--- src/rtl/fetch_pkg.sv ---
// Shared definitions for the fetch front end: default widths, NOP encoding
// and the queue entry layout.
package fetch_pkg;

  localparam int DEF_DATA_W = 16;
  localparam int DEF_ADDR_W = 16;

  localparam logic [15:0] NOP_INSTR = 16'h0000;

  typedef struct packed {
    logic [DEF_DATA_W-1:0] data;
    logic [DEF_ADDR_W-1:0] pc;
  } fetch_entry_t;

endpackage

--- src/rtl/fetch_queue.sv ---
// Circular instruction buffer: writes FETCH_W entries at once, retires
// 0..FETCH_W from the head, and exposes the oldest FETCH_W entries as a window.
module fetch_queue
  import fetch_pkg::*;
#(
  parameter int DATA_W  = DEF_DATA_W,
  parameter int ADDR_W  = DEF_ADDR_W,
  parameter int FETCH_W = 2,
  parameter int DEPTH   = 8
) (
  input  logic                           clk,
  input  logic                           reset,
  input  logic                           flush_i,
  input  logic                           enq_i,
  input  logic [FETCH_W*DATA_W-1:0]      enqData_i,
  input  logic [ADDR_W-1:0]              enqPc_i,
  input  logic [$clog2(FETCH_W+1)-1:0]   deqCount_i,
  output logic [FETCH_W*DATA_W-1:0]      winData_o,
  output logic [FETCH_W*ADDR_W-1:0]      winPc_o,
  output logic [FETCH_W-1:0]             winValid_o,
  output logic [$clog2(DEPTH+1)-1:0]     count_o
);

  localparam int PTR_W = $clog2(DEPTH);
  localparam int CNT_W = $clog2(DEPTH+1);

  logic [DATA_W-1:0] memData_q [DEPTH];
  logic [ADDR_W-1:0] memPc_q   [DEPTH];
  logic [PTR_W-1:0]  head_q, head_d, tail_q, tail_d;
  logic [CNT_W-1:0]  count_q, count_d;

  // DEPTH need not be a power of two, so pointers wrap explicitly.
  function automatic logic [PTR_W-1:0] wrapIdx(input logic [PTR_W-1:0] base,
                                               input int unsigned off);
    int unsigned sum;
    sum = 32'(base) + off;
    if (sum >= 32'(DEPTH)) sum = sum - 32'(DEPTH);
    return sum[PTR_W-1:0];
  endfunction

  always_comb begin
    head_d  = head_q;
    tail_d  = tail_q;
    count_d = count_q;
    if (flush_i) begin
      head_d  = tail_q;
      count_d = '0;
    end else begin
      head_d = wrapIdx(head_q, 32'(deqCount_i));
      if (enq_i) tail_d = wrapIdx(tail_q, FETCH_W);
      count_d = count_q + (enq_i ? CNT_W'(FETCH_W) : '0) - CNT_W'(deqCount_i);
    end
  end

  always_ff @(posedge clk or posedge reset) begin
    if (reset) begin
      head_q  <= '0;
      tail_q  <= '0;
      count_q <= '0;
    end else begin
      head_q  <= head_d;
      tail_q  <= tail_d;
      count_q <= count_d;
    end
  end

  always_ff @(posedge clk) begin
    if (enq_i && !flush_i) begin
      for (int i = 0; i < FETCH_W; i++) begin
        memData_q[wrapIdx(tail_q, i)] <= enqData_i[i*DATA_W +: DATA_W];
        memPc_q[wrapIdx(tail_q, i)]   <= enqPc_i + ADDR_W'(i);
      end
    end
  end

  // Lanes beyond the occupied count present a NOP with zero PC.
  always_comb begin
    winData_o  = '0;
    winPc_o    = '0;
    winValid_o = '0;
    for (int i = 0; i < FETCH_W; i++) begin
      winData_o[i*DATA_W +: DATA_W] = DATA_W'(NOP_INSTR);
      if (CNT_W'(i) < count_q) begin
        winData_o[i*DATA_W +: DATA_W] = memData_q[wrapIdx(head_q, i)];
        winPc_o[i*ADDR_W +: ADDR_W]   = memPc_q[wrapIdx(head_q, i)];
        winValid_o[i]                 = 1'b1;
      end
    end
  end

  assign count_o = count_q;

endmodule

--- src/rtl/fetch_queue_unit.sv ---
// Fetch stage: PC, fetch credit, in-flight tracking and the decoupling queue.
// Defining FETCH_PERF_EN adds saturating flush/stall/empty counters and ports.
module fetch_queue_unit
  import fetch_pkg::*;
#(
  parameter int DATA_W      = DEF_DATA_W,
  parameter int ADDR_W      = DEF_ADDR_W,
  parameter int FETCH_W     = 2,
  parameter int QUEUE_DEPTH = 8
) (
  input  logic                                 clk,
  input  logic                                 reset,
  input  logic                                 stall,
  input  logic [$clog2(FETCH_W+1)-1:0]         issue_count,
  input  logic                                 is_branch_taken,
  input  logic [ADDR_W-1:0]                    branch_target,
  output logic                                 imem_req,
  output logic [ADDR_W-1:0]                    imem_addr,
  input  logic [FETCH_W*DATA_W-1:0]            imem_rdata,
  output logic [FETCH_W*DATA_W-1:0]            instr,
  output logic [FETCH_W*ADDR_W-1:0]            instr_pc,
  output logic [FETCH_W-1:0]                   instr_valid,
  output logic [$clog2(QUEUE_DEPTH+1)-1:0]     queue_count
`ifdef FETCH_PERF_EN
  ,
  output logic [31:0]                          perf_flush_cnt,
  output logic [31:0]                          perf_stall_cnt,
  output logic [31:0]                          perf_empty_cnt
`endif
);

  localparam int CNT_W = $clog2(QUEUE_DEPTH+1);
  localparam int IC_W  = $clog2(FETCH_W+1);
  localparam int SUM_W = CNT_W + 2;

  logic [ADDR_W-1:0] pc_q, pc_d, reqAddr_q;
  logic              inflight_q;
  logic [CNT_W-1:0]  count;
  logic [SUM_W-1:0]  committed;
  logic              creditOk, enq;
  logic [IC_W-1:0]   deqCount;

  // Credit counts queued plus in-flight words; this cycle's dequeue is ignored.
  always_comb begin
    committed = SUM_W'(count) + SUM_W'(FETCH_W) + (inflight_q ? SUM_W'(FETCH_W) : '0);
    creditOk  = (committed <= SUM_W'(QUEUE_DEPTH));
  end

  assign imem_req  = !reset && !is_branch_taken && creditOk;
  assign imem_addr = pc_q;
  assign enq       = inflight_q && !is_branch_taken;

  always_comb begin
    deqCount = '0;
    if (!stall && !is_branch_taken)
      deqCount = (CNT_W'(issue_count) > count) ? IC_W'(count) : issue_count;
  end

  always_comb begin
    pc_d = pc_q;
    if (is_branch_taken)  pc_d = branch_target;
    else if (imem_req)    pc_d = pc_q + ADDR_W'(FETCH_W);
  end

  always_ff @(posedge clk or posedge reset) begin
    if (reset) begin
      pc_q       <= '0;
      reqAddr_q  <= '0;
      inflight_q <= 1'b0;
    end else begin
      pc_q       <= pc_d;
      inflight_q <= imem_req;
      if (imem_req) reqAddr_q <= pc_q;
    end
  end

  fetch_queue #(
    .DATA_W  (DATA_W),
    .ADDR_W  (ADDR_W),
    .FETCH_W (FETCH_W),
    .DEPTH   (QUEUE_DEPTH)
  ) u_queue (
    .clk        (clk),
    .reset      (reset),
    .flush_i    (is_branch_taken),
    .enq_i      (enq),
    .enqData_i  (imem_rdata),
    .enqPc_i    (reqAddr_q),
    .deqCount_i (deqCount),
    .winData_o  (instr),
    .winPc_o    (instr_pc),
    .winValid_o (instr_valid),
    .count_o    (count)
  );

  assign queue_count = count;

`ifdef FETCH_PERF_EN
  logic [31:0] flushCnt_q, stallCnt_q, emptyCnt_q;

  always_ff @(posedge clk or posedge reset) begin
    if (reset) begin
      flushCnt_q <= '0;
      stallCnt_q <= '0;
      emptyCnt_q <= '0;
    end else begin
      if (is_branch_taken && flushCnt_q != '1)                    flushCnt_q <= flushCnt_q + 1'b1;
      if (stall && count != '0 && stallCnt_q != '1)               stallCnt_q <= stallCnt_q + 1'b1;
      if (count == '0 && !is_branch_taken && emptyCnt_q != '1)    emptyCnt_q <= emptyCnt_q + 1'b1;
    end
  end

  assign perf_flush_cnt = flushCnt_q;
  assign perf_stall_cnt = stallCnt_q;
  assign perf_empty_cnt = emptyCnt_q;
`endif

endmodule

--- config.mk ---
export PLATFORM = sky130hd
export DESIGN_NAME = fetch_queue_unit
export DESIGN_NICKNAME = d
export VERILOG_FILES = /design/src/rtl/fetch_pkg.sv /design/src/rtl/fetch_queue.sv /design/src/rtl/fetch_queue_unit.sv
export SDC_FILE = /design/constraint.sdc
export NUM_CORES = 1
export LEC_CHECK = 0
export CAP_MARGIN = 20
export CORE_MARGIN = 1
export CORE_UTILIZATION = 30
export DETAILED_ROUTE_END_ITERATION = 7
export PLACE_DENSITY = 0.48
export SLEW_MARGIN = 20
export SYNTH_ARGS = -nofsm -noshare
export SYNTH_HDL_FRONTEND = slang
export SYNTH_SLANG_ARGS = --single-unit
--- constraint.sdc ---
create_clock -name clk -period 7.8 [get_ports clk]
set_clock_uncertainty 0.1 [all_clocks]
set_input_delay 1.56 -clock clk [delete_from_list [all_inputs] [get_ports clk]]
set_output_delay 1.56 -clock clk [all_outputs]
set_load 0.1 [all_outputs]
==> results.cfg <==
[global_routing]
overflow = 0
grt_max_degree = 65
gr-usage-all-layers_pct = 14.95
grt_pass1_wl_mm = 53.48
grt_pass1_vias = 8799
antenna_found_initial = 0

[worst_setup_path]
start_kind = flop
crit_arrival_ns = 4.64
cp_slowest_cell = clkdlybuf4s50_1
crit_buf_inv = 2
cp_slowest_stage_delay_ns = 1.21
endpoint_kind = output port
cp_cell_sequence = ha_2 -> buf_4 -> mux4_2 -> nand2_1 -> a21oi_1 -> clkdlybuf4s50_1
timing_worst_setup_path_type = reg -> out
path_max_fanout = 29
ff2ff_path_depth = 12
path_depth = 6
critical_path.top_delay_family = buffers and inverters
required_ns = 6.14

[clock_network]
clkSlewWorstSetupHoldPaths_ns = 0.06
htreeDepth = 2
clockBufferDepth = 3
ctsResizeCount = 0
tritoncts = yes
postCtsSetupBuffers = 0
cts_root_buffer = clkbuf_16
numCtsBuffers = 36
cts_hold_buf = 0
clk_latency_ns = 0.53
clock_sink_count = 298

[synthesis]
syn_nets = 924
ys_seq_elements = 298
ys_seq_area_share_pct = 61.50
yosys_warnings = 0
syn_avg_cell_area_sq_um = 16.72
synth_cell_type_count = 45
synthCells = 850
netlist_area_sq_mm = 0.01421

[floorplan]
die_w_um = 219.6
die_height_um = 219.6
die_area_sq_mm = 0.04824
core_sq_mm = 0.04665
num_rows = 79
ioPinCount = 141
start_util_pct = 30.45

[route]
drtAntennaViolNets = 0
routedWlPerCell_um = 21.80
via_count = 8225
routed.top_layer = met4
drc_errors = 30
drt_iter0_drc = 511
wirelength_mm = 35.36
viasPerCell = 5.071
drtPass1Iterations = 7
met1Wirelength_mm = 15.85
wl_met2_mm = 16.72
met3_length_mm = 2.115

[timing]
tns_ns = 0
worstMarginPinSlew_ns = 1.106
rsz0062_at_grt = false
finalHoldViolCount = 0
period_share_pct = 80.77
setup_violations = 0
fin_crit_ns = 6.300
slew_viol_final = 0
slew_headroom_pct = 26.26
fmax_ghz = 0.1587

[hold_path]
hold_path_depth = 1
hold_path_class = reg -> reg

[status]
failed_checks = DRC
status = finished with violations

[place]
gp_congestion = 0.7198
portBuffers = 140
hpwl_mm = 21.48

[cells_and_area]
diodes = 0
nets = 1063
area_growth_pct = 22.88
layout-drive-gt1-share_pct = 22.46

[job]
drv_cap = 0
## cells in the mapped netlist
| library cell | instances | area [sq um] |
|---|---|---|
| a21boi_0 | 1 | 7.510 |
| a21oi_1 | 33 | 165.2 |
| a221oi_1 | 1 | 8.760 |
| a31oi_1 | 7 | 43.79 |
| a32oi_1 | 1 | 8.760 |
| and2_1 | 4 | 25.02 |
| and3_1 | 6 | 37.54 |
| and4_1 | 3 | 26.28 |
| buf_1 | 7 | 26.28 |
| buf_2 | 21 | 105.1 |
| buf_4 | 2 | 15.01 |
| clkbuf_1 | 27 | 101.4 |
| dfrtp_1 | 42 | 1051 |
| edfxtp_1 | 256 | 7687 |
| fa_1 | 1 | 20.02 |
| ha_1 | 19 | 237.7 |
| inv_1 | 19 | 71.32 |
| mux2_2 | 18 | 202.7 |
| mux2i_1 | 34 | 340.3 |
| mux4_2 | 128 | 2883 |
| nand2_1 | 82 | 307.8 |
| nand2b_1 | 1 | 6.260 |
| nand3_1 | 9 | 45.04 |
| nand3b_1 | 1 | 7.510 |
| nand4_1 | 10 | 62.56 |
| nor2_1 | 48 | 180.2 |
| nor2_4 | 1 | 11.26 |
| nor2b_1 | 4 | 25.02 |
| nor3_1 | 1 | 5.000 |
| nor3b_1 | 1 | 7.510 |
| nor4_1 | 1 | 6.260 |
| nor4b_1 | 1 | 8.760 |
| nor4b_2 | 1 | 15.01 |
| o2111ai_1 | 1 | 8.760 |
| o211ai_1 | 7 | 52.55 |
| o21a_1 | 2 | 15.01 |
| o21ai_0 | 5 | 25.02 |
| o311ai_0 | 1 | 8.760 |
| o31a_1 | 2 | 17.52 |
| o31ai_1 | 5 | 37.54 |
| or2_2 | 1 | 6.260 |
| or3_1 | 3 | 18.77 |
| or4_1 | 11 | 82.58 |
| xnor2_1 | 14 | 122.6 |
| xor2_1 | 7 | 61.31 |
## registers in the layout, summed over array words and instances (netlist names)
| signal | cells |
|---|---|
| u_queue.memData_q | 128 |
| u_queue.count_o | 4 |
| u_queue.memPc_q | 128 |
| u_queue.head_q | 3 |
| reqAddr_q | 16 |
| u_queue.tail_q | 2 |
| inflight_q | 1 |
| imem_addr | 16 |
## metal layers
metal	global-route usage, %	vias up
met5	0	-
met4	4.115	0
met3	3.616	43
met2	23.82	211
met1	20.32	4281
li1	-	3690
## stage by stage
step           utilization (%)  setup WS [ns]  std cells  instance area (sq um)  hold slack (ns)
4_1_cts                  37.36          1.440       1621                  17430           0.4911
6_report                 37.42          1.500       1622                  17460           0.4907
2_1_floorplan                -          2.186        850                  14210           0.4094
5_1_grt                  37.42          1.308       1622                  17460           0.5093
3_3_place_gp             34.98          1.995       1557                  16320           0.4738
3_5_place_dp             34.98          1.965       1557                  16320           0.4730
## kinds of logic after synthesis
kind of cell,share of synthesized area (%)
AOI/OAI and AO/OA,2.809
xor gates and xnor gates,1.294
muxes,24.11
and+or+nand+nor,6.226
adders and majority gates,1.814
DFF,61.50
buffers and inverters,2.246
## cell usage in the layout, fill, tap and decap left out, types with 9 or more instances in the layout
master,n
a21oi_1,33
clkdlybuf4s50_1,140
ha_1,18
mux4_2,128
inv_1,18
buf_4,17
nor2_1,47
nand3_1,9
edfxtp_1,256
mux2_2,18
nand2_1,82
clkbuf_16,37
clkinv_1,12
xnor2_1,13
or4_1,11
dfrtp_1,39
mux2i_1,34
nand4_1,10
## final timing paths
kind / start / slack [ns] / endpoint
max reg2reg: u_queue.count_o[1] / 4.83 / u_queue.count_o[3]
max: u_queue.head_q[1] / 1.50 / instr_pc[19]
min in group asynchronous: reset / 1.45 / u_queue.count_o[2]
max in group asynchronous: reset / 5.71 / u_queue.head_q[0]
min reg2reg: u_queue.tail_q[1] / 0.49 / u_queue.head_q[1]
min: u_queue.tail_q[1] / 0.49 / u_queue.head_q[1]
## worst register-to-register path, cell delays in order (launching register included)
cell      delay (ns)
dfrtp_1         0.47
inv_1           0.12
ha_1            0.29
a21boi_0        0.23
o21a_1          0.22
o21a_1          0.26
xor2_1          0.11
ha_1            0.30
ha_1            0.14
inv_1           0.04
fa_1            0.38
xnor2_1         0.14
nor2_1          0.06
## area by class of cell
class	count	area, sq um
Clock inverter	21	145.1
Fill cell	4416	29200
Clock buffer	43	968.4
Timing Repair Buffer	158	1556
Multi-Input combinational cell	476	5211
Inverter	19	71.32
Sequential cell	298	8747
Tap cell	607	759.5
Power is not shown: default switching activity piles up to over one toggle a cycle in this logic, so the estimate is an artifact.
